`config.mk`:
```
export PLATFORM = sky130hd
export DESIGN_NAME = sram_burst_ctrl
export DESIGN_NICKNAME = d
export VERILOG_FILES = /design/src/rtl/sram_burst_ctrl.sv
export SDC_FILE = /design/constraint.sdc
export NUM_CORES = 1
export LEC_CHECK = 0
export CAP_MARGIN = 25
export CORE_MARGIN = 3
export CORE_UTILIZATION = 37
export CTS_BUF_LIST = sky130_fd_sc_hd__clkbuf_8
export CTS_CLUSTER_DIAMETER = 150
export DETAILED_ROUTE_END_ITERATION = 12
export HOLD_SLACK_MARGIN = 0.03
export PLACE_DENSITY = 0.89
export SYNTH_ARGS = -nofsm -noshare
export SYNTH_HDL_FRONTEND = slang
export SYNTH_SLANG_ARGS = --single-unit
```
`constraint.sdc`:
```
create_clock -name clk -period 1.9 [get_ports clk]
set_input_delay 0.19 -clock clk [delete_from_list [all_inputs] [get_ports clk]]
set_output_delay 0.19 -clock clk [all_outputs]
set_load 0.02 [all_outputs]
```
`src/rtl/sram_burst_ctrl.sv`:
```
// Burst sequencer for the matrix operand/result SRAM: LOAD streams words into
// consecutive addresses, DUMP reads them back one word at a time.
module sram_burst_ctrl #(
    parameter int unsigned ADDR_WIDTH = 4,
    parameter int unsigned DATA_WIDTH = 16,
    parameter int unsigned DEPTH      = 16
) (
    input  logic                  clk,
    input  logic                  rst_n,
    input  logic                  cmd_valid,
    output logic                  cmd_ready,
    input  logic                  cmd_op,
    input  logic [ADDR_WIDTH-1:0] cmd_base,
    input  logic [ADDR_WIDTH:0]   cmd_len,
    input  logic                  ld_valid,
    output logic                  ld_ready,
    input  logic [DATA_WIDTH-1:0] ld_data,
    output logic                  rd_valid,
    input  logic                  rd_ready,
    output logic [DATA_WIDTH-1:0] rd_data,
    output logic                  done,
    output logic                  err,
    output logic [ADDR_WIDTH-1:0] sram_addr,
    output logic                  sram_wreq,
    output logic [DATA_WIDTH-1:0] sram_din,
    output logic                  sram_read_vaild,
    input  logic [DATA_WIDTH-1:0] sram_dout
);

    localparam int unsigned CNT_W = ADDR_WIDTH + 1;
    localparam int unsigned SUM_W = ADDR_WIDTH + 2;

    typedef enum logic [2:0] {
        S_IDLE,
        S_WRITE,
        S_RD_ISSUE,
        S_RD_WAIT,
        S_RD_HOLD,
        S_DONE
    } state_t;

    state_t           state;
    logic [CNT_W-1:0] cnt;
    logic [SUM_W-1:0] end_addr_c;
    logic             bad_cmd_c;
    logic             last_c;

    // Range check uses a wider sum so base+len can never wrap into a legal value.
    assign end_addr_c = SUM_W'(cmd_base) + SUM_W'(cmd_len);
    assign bad_cmd_c  = (cmd_len == '0) || (end_addr_c > SUM_W'(DEPTH));
    assign last_c     = (cnt == CNT_W'(1));

    assign cmd_ready       = (state == S_IDLE);
    assign ld_ready        = (state == S_WRITE);
    assign sram_wreq       = (state == S_WRITE) && ld_valid;
    assign sram_din        = ld_data;
    assign sram_read_vaild = (state == S_RD_ISSUE);
    assign done            = (state == S_DONE);

    // Address is held on the final beat so it never leaves base..base+len-1.
    always_ff @(posedge clk) begin
        if (!rst_n) begin
            state     <= S_IDLE;
            cnt       <= '0;
            sram_addr <= '0;
            rd_data   <= '0;
            rd_valid  <= 1'b0;
            err       <= 1'b0;
        end else begin
            err <= 1'b0;
            case (state)
                S_IDLE: begin
                    if (cmd_valid) begin
                        sram_addr <= cmd_base;
                        cnt       <= cmd_len;
                        if (bad_cmd_c) begin
                            err <= 1'b1;
                        end else if (cmd_op) begin
                            state <= S_RD_ISSUE;
                        end else begin
                            state <= S_WRITE;
                        end
                    end
                end
                S_WRITE: begin
                    if (ld_valid) begin
                        cnt <= cnt - CNT_W'(1);
                        if (last_c) begin
                            state <= S_DONE;
                        end else begin
                            sram_addr <= sram_addr + ADDR_WIDTH'(1);
                        end
                    end
                end
                S_RD_ISSUE: begin
                    state <= S_RD_WAIT;
                end
                S_RD_WAIT: begin
                    rd_data  <= sram_dout;
                    rd_valid <= 1'b1;
                    state    <= S_RD_HOLD;
                end
                S_RD_HOLD: begin
                    if (rd_ready) begin
                        rd_valid <= 1'b0;
                        cnt      <= cnt - CNT_W'(1);
                        if (last_c) begin
                            state <= S_DONE;
                        end else begin
                            sram_addr <= sram_addr + ADDR_WIDTH'(1);
                            state     <= S_RD_ISSUE;
                        end
                    end
                end
                S_DONE: begin
                    state <= S_IDLE;
                end
                default: begin
                    state <= S_IDLE;
                end
            endcase
        end
    end

endmodule
```
# ---- Yosys cells after proc, flatten, opt, wreduce, memory -nomap -nowiden
# Cells that the tools add are included.
dict set report word_totals {
  reg_bits 30
  out_inout_bits 43
  word_cells 51
}
dict set report op_classes {
  addsub 3
  order_cmp 1
  n_eq_ne 11
  muxes 20
  n_reduce_logical 10
}
# cell count
set op_table {}
lappend op_table {{$mux W3} 6}
lappend op_table {{$mux W4} 4}
lappend op_table {{$mux W5} 3}
lappend op_table {{$pmux W3 S5} 1}
lappend op_table {{$pmux W5 S3} 1}
lappend op_table {{$pmux W4 S3} 1}
lappend op_table {{$ne A2 B2 Y1 const B} 4}
lappend op_table {{$add A4 B5 Y6} 1}
lappend op_table {{$eq A3 B2 Y1 const B} 2}
lappend op_table {{$eq A3 B3 Y1 const B} 2}
lappend op_table {{$gt A6 B5 Y1 const B} 1}
lappend op_table {{$eq A5 B1 Y1 const B} 1}
lappend op_table {{$logic_not A5 Y1} 1}
lappend op_table {{$reduce_and A5 Y1} 1}
lappend op_table {{$sub A5 B1 Y5 const B} 1}
lappend op_table {{$add A4 B1 Y4 const B} 1}
lappend op_table {{$reduce_and A4 Y1} 1}
lappend op_table {{$eq A3 B1 Y1 const B} 1}
lappend op_table {{$logic_not A3 Y1} 1}
lappend op_table {{$reduce_and A3 Y1} 1}
lappend op_table {{$reduce_bool A3 Y1} 1}
lappend op_table {{$mux W1} 2}
lappend op_table {{$mux W2} 1}
lappend op_table {{$ne A2 B1 Y1 const B} 1}
lappend op_table {{other kinds (5)} 5}

# ---- Longest topological paths before layout
# Gate-level depths: netlist of run 1.
dict set report logic_depth {
  ltp_word 6
  ltp_mapped 7
  depth_no_buf 7
}

# ---- Worst setup path after synthesis of run 1
# No wires, ideal clock.
dict set report synth_path {
  path_kind {input to register}
  start {input port cmd_base[0]}
  end {register err}
  setup_time_ps 59
  arrival_ps 1718
  setup_slack_ps 122
  path_stages 7
  path_buffers 0
  cell_sequence {ha_1 -> fa_1 -> a21o_2 -> a21oi_1 -> xnor2_1 -> o31ai_1 -> and3_2}
}
dict set report synth_between {
  elab_chain_len 4
}
# item line
set synth_rtl {}
lappend synth_rtl {{start: declaration} 13} ;# input logic [ADDR_WIDTH-1:0] cmd_base,
lappend synth_rtl {{$add A4 B5 Y6} 49} ;# assign end_addr_c = SUM_W'(cmd_base) + SUM_W'(cmd_len);
lappend synth_rtl {{$gt A6 B5 Y1} 50} ;# assign bad_cmd_c = (cmd_len == '0) || (end_addr_c > SUM_W'(DEPTH));
lappend synth_rtl {{$logic_or A1 B1 Y1} 50}
lappend synth_rtl {{$mux W1} 76} ;# if (bad_cmd_c) begin
lappend synth_rtl {{end signal: assignment} 68} ;# err <= 1'b0;
lappend synth_rtl {{end signal: assignment} 70} ;# err <= 1'b0;
lappend synth_rtl {{end signal: assignment} 77} ;# err <= 1'b1;
lappend synth_rtl {{end: declaration} 22} ;# output logic err,
# Every way passes these cells.
# A chain may end at the register's enable or synchronous reset.

# ---- Final worst setup path of run 1
dict set report layout_path {
  start {input port cmd_base[2]}
  end {register state[1]}
}
dict set report layout_between {
  elab_chain_len 5
}
# item line
set layout_rtl {}
lappend layout_rtl {{$add A4 B5 Y6} 49}
lappend layout_rtl {{$gt A6 B5 Y1} 50}
lappend layout_rtl {{$logic_or A1 B1 Y1} 50}
lappend layout_rtl {{$ne A2 B2 Y1 (no source line)} --}
lappend layout_rtl {{$reduce_and A5 Y1 (no source line)} --}
lappend layout_rtl {{end signal: assignment} 63} ;# state <= S_IDLE;
lappend layout_rtl {{end signal: assignment} 79} ;# state <= S_RD_ISSUE;
lappend layout_rtl {{end signal: assignment} 81} ;# state <= S_WRITE;
lappend layout_rtl {{end: declaration} 42} ;# state_t state;
# Every way passes these cells.

==> results.json, run 1 <==
{
  "status": "completed",
  "ys_top_cells_by_area": "dfxtp_1 35%, nand2_1 9.8%, buf_4 8.3%",
  "regArea_sq_um": 602,
  "worst-setup-path-type": "in -> reg",
  "synth_xor_xnor_area_share_pct": 1.53,
  "cap_violations": 0,
  "cp_cell_sequence": "clkdlybuf4s50_1 -> ha_4 -> a211oi_2 -> o21bai_1 -> a2111oi_4 -> o31ai_2 -> nor3_1",
  "synthDistinctLibCells": 44,
  "relSlewSlack_pct": 69.2,
  "synth_most_common_cell": "nand2_1",
  "hp-start": "ld_data[10]",
  "htreeDepth": 2,
  "drive_gt1_share_pct": 13.8,
  "nets": 324,
  "hold_buffers": 0,
  "wl_mm": 4.59,
  "antenna_found_initial": 0,
  "tns_ns": 0,
  "root_buffer": "clkbuf_8",
  "worst_ep_required_time_ns": 2.08,
  "period_needed_ns": 1.89,
  "seq_area_frac_synth_pct": 34.9,
  "dpl-instance-area_sq_um": 2270,
  "reg2regPathDepth": 5,
  "skew_ns": 0.00256,
  "dr.pass1.iters": 4,
  "cts_buffer_depth": 2,
  "cts_num_sinks": 30,
  "nFillCells": 394,
  "synth-compound-area-share_pct": 22.1,
  "synthSimpleGateAreaFrac_pct": 22.1,
  "grtUsageTotal_pct": 16.3,
  "timing.final.ws_setup_ns": 0.00745,
  "max_stage_delay_ns": 0.50,
  "grt_pass1_vias": 1643,
  "dieHeight_um": 74.2,
  "worst_pin_slew_ns": 0.462,
  "dr_wl_met3_um": 272,
  "ys_ff_latch": 30,
  "drv_slew": 0,
  "min_to": "sram_din[10]",
  "cellPowerDensity_nw_per_um2": 673,
  "dieArea_sq_um": 5510,
  "syn_to_final_growth_pct": 40.0,
  "finalHoldViolCount": 0,
  "insertion_delay_ns": 0.27,
  "syn-num-nets": 273,
  "multi_input_area_sq_um": 976,
  "grt_pass1_wl_mm": 7.08,
  "synth_common_cells": "45 x nand2_1, 30 x dfxtp_1, 27 x a21oi_1",
  "via_count": 1693,
  "synthAdderAreaFrac_pct": 6.25,
  "path_buf_inv": 1,
  "drcViolationCount": 0,
  "post-dp-hpwl_mm": 3.27,
  "ant_nets": 0,
  "synth_top_family_by_area": "compound AO/OA/AOI/OAI gates",
  "synth.area.mux_share_pct": 1.74,
  "path_delay_family": "compound AO/OA/AOI/OAI gates",
  "synth_ff_type": "dfxtp_1",
  "synth_top_area_share_pct": 34.9,
  "hold_path_depth": 0,
  "arrival_ns": 2.07,
  "leakage_nw": 0.931,
  "drt_iter0_drc": 98,
  "syn-cell-area_sq_um": 1720,
  "ir_drop_mv": 0.389,
  "ys_warn_count": 0,
  "final.period_utilization_pct": 99.6,
  "fp.coreArea_sq_um": 4410,
  "ios": 90,
  "finalSetupViolations": 0,
  "syn_area_per_cell_sq_um": 7.90,
  "place_worst_setup_slack_ns": -0.475,
  "numCtsBuffers": 5,
  "hold_class": "in -> out",
  "numPortBuffers": 57,
  "async_reset_ff_share_pct": 0,
  "die_w_um": 74.2,
  "wl_met1_mm": 1.85,
  "vias_per_cell": 5.27,
  "n_antenna_cell": 0,
  "r2r-start": "state[2]",
  "grt_max_degree": 23,
  "yosys.area.top_type": "dfxtp_1",
  "crit_fanout": 4,
  "wl_per_cell_um": 14.3,
  "rows": 24,
  "fmax_ghz": 0.528,
  "rrSetupSlack_ns": 0.13,
  "cts_tree": "built",
  "worstSetupStartpointType": "input port",
  "end_kind": "flop",
  "final_area_sq_um": 2410,
  "cp_slowest_cell": "clkdlybuf4s50_1",
  "grt_overflow": 0,
  "cp_num_cells": 7,
  "r2r-end": "sram_addr[2]",
  "place_congestion": 0.880,
  "start_util_pct": 39.0,
  "synth_cells": 218,
  "top_layer": "met4",
  "synth_edf_count": 0,
  "wl_met2_mm": 2.35,
  "clkTransAtPathRegs_ns": 0.06,
  "p_total_mw": 1.62
}
[how the worst max path moves through the flow]
stage | slack [ns] | endpoint | from
2_1_floorplan | 0.12 | err | cmd_base[0]
3_3_place_gp | -0.43 | err | cmd_base[0]
3_5_place_dp | -0.47 | err | cmd_base[0]
4_1_cts | -0.01 | err | cmd_base[2]
5_1_grt | -0.06 | state[1] | cmd_base[2]
6_report | 0.007 | state[1] | cmd_base[2]
[what timing repair did]
action	4_1_cts	5_1_grt
setup endpoints to repair	7	4
buffers inserted	1	1
gates cloned	0	0
gates resized for setup	11	7
pin swaps	4	0
[state kept, by name, indices dropped and copies added (netlist names)]
name and flops:
state 3, rd_data 16, err 1, sram_addr 4, rd_valid 1, cnt 5
[power breakdown]
| part | leakage (nW) | internal [mW] | total, mW | switching [mW] |
|---|---|---|---|---|
| Sequential | 0.244 | 0.663 | 0.696 | 0.0338 |
| Clock | 0.0438 | 0.245 | 0.470 | 0.225 |
| Combinational | 0.643 | 0.222 | 0.456 | 0.234 |
[layout make-up]
type	count	area share, %
Multi-Input combinational cell	156	40.5
Inverter	6	1.09
Tap cell	52	2.70
Clock buffer	5	2.85
Timing Repair Buffer	70	27.5
Sequential cell	30	25.0
Clock inverter	2	0.415
[cells by family after synthesis]
logic type,Yosys count
XOR/XNOR,3
flip-flops,30
multiplexers,3
AND/OR/NAND/NOR,84
AO/OA/AOI/OAI,58
adder cells (fa/ha/maj),8
buffers and inverters,32
[through the flow]
| step | hold WS [ns] | utilization (%) | cells |
|---|---|---|---|
| global placement | 0.380 | 51.3 | 312 |
| detailed placement | 0.380 | 51.3 | 312 |
| global route | 0.380 | 54.6 | 321 |
| finish | 0.380 | 54.6 | 321 |
| CTS | 0.380 | 53.5 | 320 |
| floorplan | 0.323 | - | 218 |
[cell usage in the layout, fill, tap and decap left out, types with 3 or more instances in the layout]
| cell type | Yosys | final |
|---|---|---|
| nand3b_1 | 3 | 3 |
| inv_1 | 6 | 5 |
| nor3_1 | 6 | 6 |
| clkdlybuf4s50_1 | 0 | 50 |
| nand2_1 | 45 | 45 |
| dfxtp_1 | 30 | 29 |
| a21o_1 | 3 | 3 |
| ha_1 | 7 | 4 |
| mux2i_1 | 3 | 3 |
| o21ai_0 | 4 | 3 |
| dlygate4sd2_1 | 0 | 6 |
| buf_4 | 19 | 13 |
| clkbuf_8 | 0 | 5 |
| a31oi_1 | 4 | 4 |
| nor2_1 | 16 | 16 |
| a211oi_1 | 3 | 3 |
| a21oi_1 | 27 | 26 |
[metal layers]
layer,GRT usage (%),up-vias
met2,28.9,62
met4,7.51,0
li1,-,840
met1,18.6,776
met3,3.65,15
met5,0,-
(Power assumes the default switching activity.)
==> run 2: changes to the inputs <==
--- a/config.mk
+++ b/config.mk
@@ -6,13 +6,15 @@
 export NUM_CORES = 1
 export LEC_CHECK = 0
 export CAP_MARGIN = 25
+export CELL_PAD_IN_SITES_DETAIL_PLACEMENT = 0
+export CELL_PAD_IN_SITES_GLOBAL_PLACEMENT = 1
 export CORE_MARGIN = 3
-export CORE_UTILIZATION = 37
+export CORE_UTILIZATION = 25
 export CTS_BUF_LIST = sky130_fd_sc_hd__clkbuf_8
 export CTS_CLUSTER_DIAMETER = 150
 export DETAILED_ROUTE_END_ITERATION = 12
 export HOLD_SLACK_MARGIN = 0.03
-export PLACE_DENSITY = 0.89
+export PLACE_DENSITY = 0.87
 export SYNTH_ARGS = -nofsm -noshare
 export SYNTH_HDL_FRONTEND = slang
 export SYNTH_SLANG_ARGS = --single-unit
==> run 2 against run 1 <==
Compared with the run above: critical path depth is 2 higher; global-route usage fell by 4.3 points; first-iteration DRC count decreased by 65%; clock power grew 41%; largest power group unchanged; highest routed layer unchanged.
==> results.json, run 2 (synthesized netlist as in run 1, its figures left out) <==
{
  "drive_gt1_share_pct": 16.1,
  "n_antenna_cell": 0,
  "final_area_sq_um": 2560,
  "drv_slew": 0,
  "grt_overflow": 0,
  "largestRegisters": "rd_data (16), cnt (5), sram_addr (4)",
  "tns_ns": 0,
  "max_stage_delay_ns": 0.39,
  "cp_slowest_cell": "fa_2",
  "clkTransAtPathRegs_ns": 0.06,
  "ir_drop_mv": 0.269,
  "place_worst_setup_slack_ns": -0.477,
  "ios": 90,
  "insertion_delay_ns": 0.28,
  "leakage_nw": 1.03,
  "period_needed_ns": 1.83,
  "htreeDepth": 2,
  "status": "completed",
  "fmax_ghz": 0.547,
  "final_common_cell": "clkdlybuf4s50_1",
  "placed_cells": 343,
  "crit_fanout": 3,
  "largest_register_ffs": 16,
  "grt_pass1_wl_mm": 7.52,
  "drcViolationCount": 0,
  "vias_per_cell": 4.64,
  "final_cell_mix": "46 x clkdlybuf4s50_1, 45 x nand2_1, 28 x dfxtp_1",
  "wl_per_cell_um": 13.7,
  "cellPowerDensity_nw_per_um2": 717,
  "hp-start": "ld_data[0]",
  "nets": 329,
  "hold_class": "in -> out",
  "grt_pass1_vias": 1621,
  "finalHoldViolCount": 0,
  "relSlewSlack_pct": 69.4,
  "antenna_found_initial": 0,
  "numPortBuffers": 57,
  "worstSetupStartpointType": "input port",
  "start_util_pct": 26.5,
  "grt_max_degree": 17,
  "final.period_utilization_pct": 96.2,
  "fin_cells": 351,
  "cts_num_sinks": 30,
  "dpl-instance-area_sq_um": 2340,
  "cp-startpoint": "cmd_base[0]",
  "skew_ns": 0.00797,
  "drt_iter0_drc": 34,
  "root_buffer": "clkbuf_8",
  "via_count": 1628,
  "cts_buffer_depth": 2,
  "numCtsBuffers": 5,
  "dr.pass1.iters": 4,
  "wl_mm": 4.81,
  "ant_nets": 0,
  "finalSetupViolations": 0,
  "cp_cell_sequence": "dlygate4sd2_1 -> ha_4 -> fa_2 -> a21o_2 -> a21oi_2 -> xnor2_1 -> o31ai_1 -> buf_4 -> and3_2",
  "cts_tree": "built",
  "holdWs_ns": 0.380,
  "grtUsageTotal_pct": 12.1,
  "worst-setup-path-type": "in -> reg",
  "place_congestion": 0.857,
  "top_register": "rd_data",
  "timing.final.ws_setup_ns": 0.0729,
  "dieArea_sq_um": 7920,
  "rows": 29,
  "r2r-start": "cnt[1]",
  "die_w_um": 89.0,
  "dieHeight_um": 89.0,
  "arrival_ns": 2.05,
  "post-dp-hpwl_mm": 3.53,
  "syn_to_final_growth_pct": 48.8,
  "fp.coreArea_sq_um": 6490,
  "hold_buffers": 0,
  "end_kind": "flop",
  "nFillCells": 661,
  "worst_ep_required_time_ns": 2.13,
  "worst_pin_slew_ns": 0.458,
  "cap_violations": 0
}
-- run 2: worst paths after layout --
path                                     end  slack (ns)  depth (start not counted)
worst max-delay path                     err        0.07                          9
worst min-delay path             sram_din[0]        0.38                          0
worst max register to register  sram_addr[0]        0.26                          7
worst min register to register   rd_data[11]        0.45                          2
-- run 2: worst max-delay path, delay by kind of cell --
kind                     cells  cell delay, ns
AO/OA/AOI/OAI                3            0.59
adder cells (fa/ha/maj)      2            0.58
buffers and inverters        2            0.44
AND/OR/NAND/NOR              1            0.16
XOR/XNOR                     1            0.09
-- run 2: cell type report --
class | count | area, sq um | area share, %
Timing Repair Buffer | 75 | 718 | 28.0
Tap cell | 77 | 96.3 | 3.76
Multi-Input combinational cell | 156 | 1010 | 39.4
Inverter | 6 | 22.5 | 0.879
Clock inverter | 1 | 30.0 | 1.17
Sequential cell | 30 | 603 | 23.5
Clock buffer | 6 | 82.6 | 3.22
-- run 2: routing by layer --
metal  GRT usage (%)  up-vias  wire, um
li1                -      844         -
met1            15.2      745      2200
met2            19.9       35      2290
met3            4.06        4       284
met4            2.98        0        38
met5               0        -         0
-- run 2: metrics by stage --
stage / power (mW) / util (%)
after floorplan: 1.00 / -
after global placement: 1.15 / 36.1
after detailed placement: 1.15 / 36.1
after CTS: 1.82 / 37.9
after global routing: 1.93 / 39.5
final: 1.84 / 39.5
-- run 2: repair_timing --
item | in CTS | in global routing
buffers inserted | 0 | 1
gates resized for setup | 8 | 18
pin swaps | 2 | 7
endpoints found under the setup margin | 5 | 6
-- run 2: power by group --
| group | internal [mW] | total [mW] | switching (mW) |
|---|---|---|---|
| clock network | 0.419 | 0.665 | 0.246 |
| logic | 0.239 | 0.476 | 0.237 |
| registers | 0.663 | 0.696 | 0.0331 |
| total | 1.32 | 1.84 | 0.516 |
